**src/rtl/txuart.sv**
```systemverilog
// Serial UART transmitter: 8 data bits, LSB first, 1 or 2 stop bits, line idles high.
// A one-byte holding register lets the host queue the next byte so frames run back to back.
module txuart #(
    parameter int CLOCK_DIVIDE = 312,
    parameter int STOP_BITS    = 1
) (
    input  logic       clk,
    input  logic       rst_n,
    input  logic       tx_valid,
    input  logic [7:0] tx_data,
    output logic       tx_ready,
    output logic       tx,
    output logic       is_transmitting,
    output logic       tx_done
);

    localparam int PW = $clog2(CLOCK_DIVIDE);
    localparam logic [PW-1:0] PRESC_LAST = PW'(CLOCK_DIVIDE - 1);
    localparam logic [2:0]    STOP_LAST  = 3'(4 * STOP_BITS - 1);

    typedef enum logic [1:0] {
        TX_IDLE  = 2'd0,
        TX_START = 2'd1,
        TX_DATA  = 2'd2,
        TX_STOP  = 2'd3
    } state_t;

    state_t        state_q, state_d;
    logic [PW-1:0] presc_q, presc_d;
    logic [2:0]    qtr_q, qtr_d;
    logic [3:0]    bit_cnt_q, bit_cnt_d;
    logic [7:0]    shift_q, shift_d;
    logic [7:0]    hold_q, hold_d;
    logic          hold_full_q, hold_full_d;
    logic          tx_q, tx_d;
    logic          busy_q, busy_d;
    logic          done_q, done_d;
    logic          ready_q, ready_d;

    logic          accept_s;
    logic          tick_s;
    logic          stop_end_s;

    // Next-state logic: prescaler, quarter-bit counter, frame FSM and holding register.
    always_comb begin
        accept_s    = tx_valid && ready_q;
        tick_s      = (state_q != TX_IDLE) && (presc_q == {PW{1'b0}});
        stop_end_s  = (state_q == TX_STOP) && tick_s && (qtr_q == STOP_LAST);

        state_d     = state_q;
        qtr_d       = qtr_q;
        bit_cnt_d   = bit_cnt_q;
        shift_d     = shift_q;
        hold_d      = hold_q;
        hold_full_d = hold_full_q;
        tx_d        = tx_q;
        busy_d      = busy_q;
        done_d      = 1'b0;

        if (state_q == TX_IDLE) begin
            presc_d = presc_q;
        end else if (tick_s) begin
            presc_d = PRESC_LAST;
        end else begin
            presc_d = presc_q - PW'(1'b1);
        end

        // A byte offered mid-frame is parked; one offered as the frame ends starts directly.
        if (accept_s && (state_q != TX_IDLE) && !stop_end_s) begin
            hold_d      = tx_data;
            hold_full_d = 1'b1;
        end else begin
            hold_d      = hold_q;
        end

        case (state_q)
            TX_IDLE: begin
                if (accept_s) begin
                    shift_d = tx_data;
                    presc_d = PRESC_LAST;
                    qtr_d   = 3'd0;
                    state_d = TX_START;
                    tx_d    = 1'b0;
                    busy_d  = 1'b1;
                end else begin
                    tx_d    = 1'b1;
                end
            end
            TX_START: begin
                if (tick_s && (qtr_q == 3'd3)) begin
                    qtr_d     = 3'd0;
                    bit_cnt_d = 4'd8;
                    state_d   = TX_DATA;
                    tx_d      = shift_q[0];
                end else if (tick_s) begin
                    qtr_d     = qtr_q + 3'd1;
                end else begin
                    qtr_d     = qtr_q;
                end
            end
            TX_DATA: begin
                if (tick_s && (qtr_q == 3'd3)) begin
                    qtr_d     = 3'd0;
                    shift_d   = {1'b0, shift_q[7:1]};
                    bit_cnt_d = bit_cnt_q - 4'd1;
                    if (bit_cnt_q == 4'd1) begin
                        state_d = TX_STOP;
                        tx_d    = 1'b1;
                    end else begin
                        tx_d    = shift_q[1];
                    end
                end else if (tick_s) begin
                    qtr_d     = qtr_q + 3'd1;
                end else begin
                    qtr_d     = qtr_q;
                end
            end
            TX_STOP: begin
                if (stop_end_s) begin
                    done_d = 1'b1;
                    qtr_d  = 3'd0;
                    if (hold_full_q) begin
                        shift_d     = hold_q;
                        hold_full_d = 1'b0;
                        state_d     = TX_START;
                        tx_d        = 1'b0;
                    end else if (accept_s) begin
                        shift_d     = tx_data;
                        state_d     = TX_START;
                        tx_d        = 1'b0;
                    end else begin
                        state_d     = TX_IDLE;
                        tx_d        = 1'b1;
                        busy_d      = 1'b0;
                    end
                end else if (tick_s) begin
                    qtr_d = qtr_q + 3'd1;
                end else begin
                    qtr_d = qtr_q;
                end
            end
            default: begin
                state_d     = TX_IDLE;
                tx_d        = 1'b1;
                busy_d      = 1'b0;
                hold_full_d = 1'b0;
            end
        endcase

        ready_d = !hold_full_d;
    end

    // State and output registers; reset forces the line high and drops any queued byte.
    always_ff @(posedge clk or negedge rst_n) begin
        if (!rst_n) begin
            state_q     <= TX_IDLE;
            presc_q     <= {PW{1'b0}};
            qtr_q       <= 3'd0;
            bit_cnt_q   <= 4'd0;
            shift_q     <= 8'd0;
            hold_q      <= 8'd0;
            hold_full_q <= 1'b0;
            tx_q        <= 1'b1;
            busy_q      <= 1'b0;
            done_q      <= 1'b0;
            ready_q     <= 1'b1;
        end else begin
            state_q     <= state_d;
            presc_q     <= presc_d;
            qtr_q       <= qtr_d;
            bit_cnt_q   <= bit_cnt_d;
            shift_q     <= shift_d;
            hold_q      <= hold_d;
            hold_full_q <= hold_full_d;
            tx_q        <= tx_d;
            busy_q      <= busy_d;
            done_q      <= done_d;
            ready_q     <= ready_d;
        end
    end

    assign tx              = tx_q;
    assign tx_ready        = ready_q;
    assign is_transmitting = busy_q;
    assign tx_done         = done_q;

endmodule
```
**config.mk**
```make
export PLATFORM = sky130hd
export DESIGN_NAME = txuart
export DESIGN_NICKNAME = d
export VERILOG_FILES = /design/src/rtl/txuart.sv
export SDC_FILE = /design/constraint.sdc
export NUM_CORES = 1
export LEC_CHECK = 0
export BUFFER_PORTS_ARGS = -buffer_cell sky130_fd_sc_hd__buf_4
export CELL_PAD_IN_SITES_DETAIL_PLACEMENT = 1
export CELL_PAD_IN_SITES_GLOBAL_PLACEMENT = 1
export CORE_MARGIN = 3
export CORE_UTILIZATION = 35
export DETAILED_ROUTE_END_ITERATION = 10
export GPL_ROUTABILITY_DRIVEN = 0
export HOLD_SLACK_MARGIN = 0.15
export PLACE_DENSITY = 0.59
export SLEW_MARGIN = 20
export SYNTH_ARGS = -nofsm -noshare
export SYNTH_HDL_FRONTEND = slang
export SYNTH_SLANG_ARGS = --single-unit
```
**constraint.sdc**
```tcl
create_clock -name clk -period 2 [get_ports clk]
set_clock_uncertainty 0.05 [all_clocks]
set_input_delay 0.4 -clock clk [delete_from_list [all_inputs] [get_ports clk]]
set_output_delay 0.4 -clock clk [all_outputs]
set_load 0.05 [all_outputs]
```
==> key figures, run 1 <==
Run status
  – Status: complete, but fails checks
  – Failing checks: negative setup slack

Placed design
  – Detailed placement HPWL: 3560 µm
  – Post-placement cell area: around 2400 µm²
  – Cell total after placement: 284
  – Input/output buffers: 14
  – Worst slack, placed: -0.0779 ns

Die
  – Die area: 6810 µm²
  – Starting Density: 36.8%
  – Die X: 82.5 µm
  – Num rows: 27
  – Die Ht: 82.5 µm
  – I/O Pins: 15
  – Core ar.: 5570 µm²

STA
  – Fin crit period: approximately 2 ns
  – Fin. Hold Viols: 0
  – Worst slew pin tran: 0.572 ns
  – RSZ-0062 raised after global routing: yes
  – Slew margin rel.: between 60% and 70%
  – Final setup vio count: 14
  – Setup ws final: -0.0421 ns
  – Fmax achieved: 490 MHz
  – Post-Route Setup TNS: -0.275 ns
  – Max-slew violations: 0
  – Final Cycle Share: 102%

Worst hold path
  – WHS Endpoint: hold_q[4]
  – WHS Path Cells: 2
  – Worst Hold Class: input port to flop
  – HP Start: tx_data[4]

Route
  – Routed WL: 4920 µm
  – Met3 WL: around 180 µm
  – DR iter-0 viols: 69
  – DR vias/cell: about 5.3
  – Via count: 1576
  – Post-route ant nets: 0
  – Routed length per instance: 16.5 µm
  – DRC errors left: 0
  – Top routing layer used: met4
  – Wl on met1: 2260 µm
  – Drt first pass iters: 4
  – Met2 WL post-DR: 2430 µm

Synthesis
  – Post-Synth Simple-Gate Area: 14.2%
  – Primary FF master, synth: dfrtp_1
  – Top cells by area, synth: dfrtp_1 (45%), ha_1 (5.5%), mux2_2 (4.4%), a222oi_1 (3.4%), o2bb2ai_1 (3.4%)
  – Top cells by count, synth: dfrtp_1 (37), nor2_1 (15), inv_1 (14)
  – Yosys top cell area share: 45.1%
  – Seq cells post-synth: 39
  – Net Count, Synth: between 200 and 250
  – Synth Area in XOR/XNOR: under 10%
  – Seq/Total Area, Yosys: 47.7%
  – Post-synthesis instance total: 183
  – Synth async-reset ratio: 100%
  – Portion of netlist area occupied by mux cells: between 6 and 7%
  – Synthesis Warnings: 0
  – EDFF count, synth: 0
  – Largest family of logic cells by synthesized area: compound AO/OA/AOI/OAI gates
  – Mapped Avg Cell Area: 11.2 µm²
  – Yosys cell types: 50
  – Syn Std Cell Area: 2050 µm²
  – Adder-Cell Fraction of Synth Area: 5.49%
  – Cell taking the most area after synthesis: dfrtp_1
  – Compound-Gate Fraction of Synth Area: approximately 20%
  – Most frequent cell after synthesis: dfrtp_1

Global route
  – Total grt overflow: 0
  – Gr usage total: 15.8%
  – Initial antenna violation count: 0
  – Vias in the first global route: 1721
  – Global-route wire length before repair: 8200 µm
  – Pin count of the biggest net entering global routing: 40

Worst setup path
  – WS Path Type: flop to flop
  – Startpoint type of the worst setup path: flop
  – Worst r2r src: presc_q[1]
  – Worst R2R Setup Slack: -0.04 ns
  – Largest fanout on the critical path: 5
  – CP arrival: 2.18 ns
  – Cell Chain, Critical Path: inv_2, ha_4, or4b_4, nor3_4, buf_4, a31oi_1, o22a_1
  – R2R depth: 7
  – Worst Setup SP: presc_q[1]
  – Critical path's slowest cell: or4b_4
  – R2R Path End: is_transmitting
  – Crit-path max cell delay: 0.53 ns
  – WP data required: 2.13 ns
  – Critical path endpoint category: flop

CTS
  – Bufs on Longest Clock Path: 2
  – CTS buffer count: 5
  – CTS HTree Levels: 2
  – Clock transition at path regs: ~0.090 ns
  – CTS tree: built
  – Clk Latency, worst-skew pair: 0.30 ns
  – Root Driver: clkbuf_8
  – Clock sinks: 39

Power
  – Int Pwr: 1.34 mW
  – Sw Share: 23.8%
  – Sw power: ~0.42 mW
  – Combinational share of power: 11.4%
  – Peak supply drop: 394 µV
  – P per Cell Area: 656 nW/µm²
  – Leakage power total: 1.17 nW
  – Clock power frac: 38.0%
  – Part of the power in registers: 50.6%

Layout
  – Ant diodes: 0
  – Fraction of layout cells with a size suffix above 1: 39.8%
  – Finished layout cell area: 2670 µm²
  – NumNets Final: 245
  – Post-Route Utilization: 47.9%
  – Layout Cells excl Fill: 298
  – Filler cell count: 605
  – Synth-to-layout area growth: 30.3%

Job
  – Max capacitance violation total: 0
==> cell families after synthesis <==
family,Yosys count
adder cells (fa/ha/maj),9
multiplexers,12
buffers and inverters,20
AND/OR/NAND/NOR,52
AO/OA/AOI/OAI,46
flip-flops,39
XOR/XNOR,5
==> state kept, by name, indices dropped and copies added (netlist names) <==
| name | cells |
|---|---|
| tx_ready | 1 |
| presc_q | 9 |
| hold_q | 8 |
| state_q | 2 |
| hold_full_q | 1 |
| is_transmitting | 1 |
| qtr_q | 3 |
| tx | 1 |
| tx_done | 1 |
| shift_q | 8 |
| bit_cnt_q | 4 |
==> per-layer routing <==
| metal | vias to the layer above | track usage [%] |
|---|---|---|
| met4 | 0 | 4.41 |
| met5 | - | 0 |
| li1 | 754 | - |
| met1 | 789 | 21.1 |
| met2 | 26 | 26.0 |
| met3 | 7 | 3.36 |
==> placed cells by master, fill, tap and decap left out, types with 4 or more instances in the layout <==
master,count
mux2_2,8
o21ai_0,5
o2bb2ai_2,5
dfrtp_1,37
nor2_1,15
inv_1,11
a222oi_1,7
ha_1,6
nand2_1,8
xnor2_1,4
clkbuf_8,5
and2_1,4
buf_4,37
==> final cells by class <==
class	instances	area, µm²	area share (%)
tap	72	90.1	3.37
multi-input combinational	124	1120	41.8
inverter	14	52.6	1.97
clock buffer	5	68.8	2.58
timing repair buffer	41	322	12.0
clock inverter	3	43.8	1.64
sequential	39	978	36.6
==> through the flow <==
step	hold WS [ns]	power [mW]
final	0.291	1.75
after global routing	0.284	1.84
after CTS	0.279	1.77
after detailed placement	0.366	1.09
after global placement	0.355	1.08
after floorplan	0.0544	1.02
==> worst max-delay path, delay by kind of cell, from the launching register on <==
family                     cells  cell delay, ns
and+or+nand+nor                2            0.84
DFF                            1            0.39
AOI/OAI and AO/OA              2            0.28
buffers and inverters          2            0.25
adders and majority gates      1            0.12
==> worst max-delay path by stage <==
stage | to | slack, ns | cells past startpoint
final | is_transmitting | -0.04 | 7
after global routing | shift_q[2] | -0.11 | 6
after CTS | is_transmitting | -0.07 | 7
after detailed placement | shift_q[5] | -0.08 | 6
after global placement | presc_q[5] | -0.04 | 8
after floorplan | shift_q[0] | 0.0002 | 7
==> power by group through the flow <==
stage	clock network, mW	logic [mW]	registers, mW
floorplan	0	0.119	0.897
global placement	0	0.180	0.897
detailed placement	0	0.183	0.902
CTS	0.690	0.196	0.887
global route	0.723	0.224	0.893
finish	0.665	0.200	0.886
==> what timing repair did <==
item,4_1_cts,5_1_grt
pin swaps,5,4
hold endpoints to repair,37,0
resized for setup,11,18
setup buffers,4,1
hold buffers,1,0
endpoints found under the setup margin,25,30
No activity file was read; power rests on OpenSTA's default activity.
==> inputs of run 2 (changes only) <==
Settings changed: CORE_UTILIZATION 35 to 43, PLACE_DENSITY 0.59 to 0.71.
==> key figures, run 2 (synthesized netlist as in run 1, its figures left out) <==
Run status
  – Status: complete, but fails checks
  – Failing checks: negative setup slack

CTS
  – CTS tree: built
  – CTS HTree Levels: 2 (unchanged)
  – Bufs on Longest Clock Path: 2 (unchanged)
  – CTS buffer count: 5 (unchanged)
  – Clock transition at path regs: 0.08 ns (about the same)
  – Clk Latency, worst-skew pair: 0.29 ns (about the same)
  – Clock sinks: 39 (unchanged)
  – Root Driver: clkbuf_8

Placed design
  – Cell total after placement: 266 (-6.3%)
  – Detailed placement HPWL: 3650 µm (+2.3%)
  – Input/output buffers: 14 (unchanged)

Route
  – DR vias/cell: 5.89 (+11%)
  – DRC errors left: 0 (unchanged)
  – Routed length per instance: 20.3 µm (+23%)
  – Via count: 1689 (+7.2%)
  – Post-route ant nets: 0 (unchanged)
  – Routed WL: 5840 µm (+19%)
  – DR iter-0 viols: 112 (+62%)
  – Drt first pass iters: 6 (+2)

Global route
  – Gr usage total: 21.0% (+5.2 points)
  – Global-route wire length before repair: 8690 µm (+5.9%)
  – Pin count of the biggest net entering global routing: 40 (unchanged)
  – Total grt overflow: 0 (unchanged)
  – Initial antenna violation count: 0 (unchanged)
  – Vias in the first global route: 1746 (+1.5%)

Worst setup path
  – Largest fanout on the critical path: 8 (+3)
  – WP data required: 2.11 ns (-0.02 ns)
  – Crit-path max cell delay: 0.53 ns (about the same)
  – CP arrival: 2.22 ns (+0.04 ns)
  – Critical path's slowest cell: or4b_4
  – Cell Chain, Critical Path: inv_2, ha_4, or4b_4, nor3_4, buf_6, o221ai_4, o2bb2ai_1
  – Startpoint type of the worst setup path: flop
  – Critical path endpoint category: flop
  – WS Path Type: flop to flop

STA
  – Worst slew pin tran: 0.519 ns (-0.0528 ns)
  – RSZ-0062 raised after global routing: yes
  – Setup ws final: -0.109 ns (-0.0671 ns)
  – Fin crit period: 2.11 ns (+0.0671 ns)
  – Max-slew violations: 0 (unchanged)
  – Fmax achieved: 474 MHz (-3.2%)
  – Final setup vio count: 24 (+10)
  – Final Cycle Share: 105% (+3.4 points)
  – Fin. Hold Viols: 0 (unchanged)
  – Hold slack: 0.294 ns (+0.00296 ns)
  – Post-Route Setup TNS: -1.14 ns (-0.867 ns)
  – Slew margin rel.: 65.4% (+3.5 points)

Layout
  – Post-Route Utilization: 60.9% (+13 points)
  – Most frequent cells in the layout: buf_4 (46), dfrtp_1 (37), nor2_1 (15)
  – Multi-input gate area: 1100 µm² (-1.5%)
  – Commonest non-fill, non-tap cell in the layout: buf_4
  – Biggest regs: presc_q: 9 flops, hold_q: 8 flops, shift_q: 8 flops
  – Max reg flops: 9 (unchanged)
  – Reg area: 978 µm² (unchanged)
  – Filler cell count: 468 (-23%)
  – Ant diodes: 0 (unchanged)
  – Synth-to-layout area growth: 32.9%
  – NumNets Final: 254 (+3.7%)
  – Top reg by flops: presc_q
  – Layout Cells excl Fill: 287 (-3.7%)
  – Fraction of layout cells with a size suffix above 1: 40.4% (+0.60 points)

Power
  – P per Cell Area: 689 nW/µm² (+5.1%)
  – Combinational share of power: 11.0% (-0.4 points)
  – Leakage power total: 1.24 nW (+5.3%)
  – Part of the power in registers: 47.4% (-3.2 points)
  – Peak supply drop: 411 µV (+4.3%)
  – Sw Share: 21.9% (-1.8 points)
  – Clock power frac: 41.6% (+3.6 points)
  – Int Pwr: 1.47 mW (+9.8%)
  – Total power draw: 1.88 mW (+7.2%)
  – Sw power: 0.412 mW (-1.0%)

Die
  – Die Ht: 75.1 µm (-9.1%)
  – Die area: 5630 µm² (-17%)
  – Die X: 75.1 µm (-9.1%)
  – Core ar.: 4470 µm² (-20%)
  – I/O Pins: 15 (unchanged)
  – Starting Density: 45.8% (+9.0 points)
  – Num rows: 24 (-11%)

Worst hold path
  – Worst Hold Class: input port to flop

Job
  – Max capacitance violation total: 0 (unchanged)
run 2: cell types whose count changed in the layout (fill, tap and decap cells not counted), sizes merged:
cell / change
bufinv: +1
buf: +9
clkinv: -2
clkbuf: +1
run 2: worst paths after layout:
kind / from / endpoint / slack (ns) / depth (start not counted)
max: presc_q[1] / shift_q[1] / -0.11 / 7
min: tx_data[4] / hold_q[4] / 0.29 / 2
max reg2reg: presc_q[1] / shift_q[1] / -0.11 / 7
min reg2reg: shift_q[7] / shift_q[7] / 0.46 / 1
max in group asynchronous: rst_n / tx_ready / 0.95 / 2
min in group asynchronous: rst_n / presc_q[2] / 0.56 / 2
run 2: timing repair:
item	CTS	global route
hold endpoints to repair	37	0
hold buffers	1	0
resized for setup	9	16
cloned	0	0
endpoints found under the setup margin	24	34
pin swaps	8	6
setup buffers	5	7
run 2: cell type report:
cell class                 instances  area share (%)
tap                               52            2.39
timing repair buffer              50            14.6
sequential                        39            35.9
inverter                          14            1.93
clock buffer                       6            2.66
multi-input combinational        124            40.3
clock inverter                     2            2.20
run 2: critical path: cells and delay by family, from the launching register on:
kind                       cells  cell delay [ns]
adders and majority gates      1             0.13
and+or+nand+nor                2             0.80
AOI/OAI and AO/OA              2             0.37
DFF                            1             0.40
buffers and inverters          2             0.23
run 2: power groups by stage:
stage                     registers [mW]  clock network (mW)  logic, mW
after global placement             0.898                   0      0.178
after floorplan                    0.897                   0      0.119
after detailed placement           0.901                   0      0.187
final                              0.890               0.781      0.207
after global routing               0.898               0.823      0.227
after CTS                          0.888               0.788      0.203
run 2: metal layers:
layer	vias to the layer above	share of wire, %	GRT usage, %
met5	-	0	0
met4	0	3.5	6.72
met3	20	3.5	4.54
met2	44	50	35.0
met1	852	43	27.3
li1	773	-	-
run 2: through the flow:
step                      instance area (µm²)  setup WS [ns]
after floorplan                          2050       0.000159
after global routing                     2730         -0.180
after detailed placement                 2360        -0.0901
after global placement                   2360        -0.0152
after CTS                                2600         -0.104
final                                    2730         -0.109
==> inputs of run 3 (changes only) <==
Settings changed: CORE_UTILIZATION 43 to 47, CTS_BUF_LIST set to sky130_fd_sc_hd__clkbuf_4 sky130_fd_sc_hd__clkbuf_8 sky130_fd_sc_hd__clkbuf_16, PLACE_DENSITY 0.71 to 0.74.
Clock period 2 ns to 2.2 ns, I/O delays scaled along.
==> key figures, run 3 (synthesized netlist as in run 1, its figures left out) <==
Die
  – Core ar.: 4120 µm² (-8.0%)
  – Die X: 72.1 µm (-4.0%)
  – Starting Density: 49.8% (+4.0 points)
  – I/O Pins: 15 (unchanged)
  – Die area: 5190 µm² (-7.8%)
  – Die Ht: 72.1 µm (-4.0%)
  – Num rows: 23 (-4.2%)

Job
  – Max capacitance violation total: 0 (unchanged)

Layout
  – Ant diodes: 0 (unchanged)
  – Most frequent cells in the layout: dfrtp_1 (37), buf_4 (28), nor2_1 (15)
  – Biggest regs: presc_q: 9 flops, hold_q: 8 flops, shift_q: 8 flops
  – Max reg flops: 9 (unchanged)
  – Commonest non-fill, non-tap cell in the layout: dfrtp_1
  – Fraction of layout cells with a size suffix above 1: 29.8% (-11 points)
  – Layout Cells excl Fill: 265 (-7.7%)
  – NumNets Final: 235 (-7.5%)
  – Synth-to-layout area growth: 20.8%
  – Top reg by flops: presc_q

Route
  – Routed WL: 4920 µm (-16%)
  – DRC errors left: 0 (unchanged)
  – DR iter-0 viols: 119 (+6.3%)
  – Via count: 1559 (-7.7%)
  – Routed length per instance: 18.6 µm (-8.7%)
  – DR vias/cell: 5.88 (about the same)
  – Post-route ant nets: 0 (unchanged)
  – Drt first pass iters: 5 (-1)

STA
  – Setup ws final: 0.0823 ns (+0.192 ns)
  – Max-slew violations: 0 (unchanged)
  – Hold slack: 0.312 ns (+0.0173 ns)
  – RSZ-0062 raised after global routing: no
  – Fin crit period: 2.12 ns (+0.00850 ns)
  – Fin. Hold Viols: 0 (unchanged)
  – Post-Route Setup TNS: 0 ns (+1.14 ns)
  – Final Cycle Share: 96.3% (-9.2 points)
  – Final setup vio count: 0 (-100%)
  – Fmax achieved: 472 MHz (-0.40%)
  – Worst slew pin tran: 0.550 ns (+0.0307 ns)
  – Slew margin rel.: 63.3% (-2.0 points)

CTS
  – Clock sinks: 39 (unchanged)
  – Bufs on Longest Clock Path: 2 (unchanged)
  – CTS buffer count: 5 (unchanged)
  – Root Driver: clkbuf_8
  – CTS HTree Levels: 2 (unchanged)
  – Clk Latency, worst-skew pair: 0.30 ns (about the same)
  – CTS tree: built
  – Clock transition at path regs: 0.08 ns (about the same)

Worst setup path
  – Crit-path max cell delay: 0.53 ns (about the same)
  – CP arrival: 2.26 ns (+0.04 ns)
  – Startpoint type of the worst setup path: flop
  – Critical path endpoint category: flop
  – Cell Chain, Critical Path: inv_1, ha_2, or4b_4, nor3_4, buf_12, buf_6, a31oi_1, o22a_1
  – Largest fanout on the critical path: 5 (-3)
  – WS Path Type: flop to flop
  – Critical path's slowest cell: or4b_4
  – WP data required: 2.34 ns (+0.23 ns)
  – Top Family by Delay on Critical Path: simple AND/OR/NAND/NOR gates
  – Crit path buf inv count: 3 (+1)

Global route
  – Gr usage total: 21.4% (+0.39 points)
  – Total grt overflow: 0 (unchanged)
  – Vias in the first global route: 1763 (+0.97%)
  – Pin count of the biggest net entering global routing: 40 (unchanged)
  – Initial antenna violation count: 0 (unchanged)
  – Global-route wire length before repair: 8650 µm (-0.48%)

Worst hold path
  – Worst Hold Class: input port to flop

Placed design
  – Cell total after placement: 252 (-5.3%)
  – Detailed placement HPWL: 3570 µm (-2.2%)
  – Worst slack, placed: -0.0485 ns (+0.0416 ns)
  – Input/output buffers: 14 (unchanged)

Run status
  – Status: completed

Power
  – Peak supply drop: 408 µV (-0.89%)
  – P per Cell Area: 633 nW/µm² (-8.1%)
  – Total power draw: 1.57 mW (-16%)
  – Leakage power total: 1.11 nW (-10%)
==> run 3: changes by cell type in the layout (fill, tap and decap cells not counted), moves of 2 or more <==
cell       delta
buf_4        -18
o2bb2ai_1     +3
inv_2         -2
inv_1         +2
o2bb2ai_2     -3
nor3_2        +2
==> run 3: what timing repair did <==
item	4_1_cts	5_1_grt
setup endpoints to repair	8	25
pin swaps	1	2
buffers inserted	2	3
resized for setup	1	7
cloned	0	0
hold buffers	1	0
hold endpoints to repair	37	0
==> run 3: area by class of cell <==
class | count | area, µm²
clock inverter | 2 | 37.5
timing repair buffer | 31 | 251
inverter | 14 | 52.6
sequential | 39 | 978
multi-input combinational | 124 | 1030
clock buffer | 5 | 68.8
fill | 450 | 1640
tap | 50 | 62.6
==> run 3: worst paths after layout <==
check | from | end | slack (ns) | cells past startpoint
max in group asynchronous | rst_n | tx_ready | 1.13 | 2
min in group asynchronous | rst_n | presc_q[7] | 0.59 | 2
worst max register to register | presc_q[0] | is_transmitting | 0.08 | 8
worst min register to register | hold_q[6] | hold_q[6] | 0.45 | 1
worst max-delay path | presc_q[0] | is_transmitting | 0.08 | 8
worst min-delay path | tx_data[6] | hold_q[6] | 0.31 | 2
==> run 3: power breakdown <==
part	total (mW)	internal, mW	switching [mW]	leakage (nW)
Clock	0.592	0.331	0.260	0.0502
Sequential	0.806	0.775	0.0312	0.491
Combinational	0.171	0.0957	0.0751	0.567
Total	1.57	1.20	0.367	1.11
==> run 3: metrics by stage <==
step | area (µm²) | util [%]
4_1_cts | 2410 | 58.5
6_report | 2480 | 60.2
3_3_place_gp | 2270 | 55.2
2_1_floorplan | 2050 | -
3_5_place_dp | 2270 | 55.2
5_1_grt | 2480 | 60.2
==> run 3: metal layers <==
metal | routed length [µm] | global-route usage (%) | share of wire (%)
met1 | 2150 | 28.8 | 44
met2 | 2540 | 35.0 | 52
met3 | 131 | 4.29 | 2.7
met4 | 90 | 6.68 | 1.8
met5 | 0 | 0 | 0
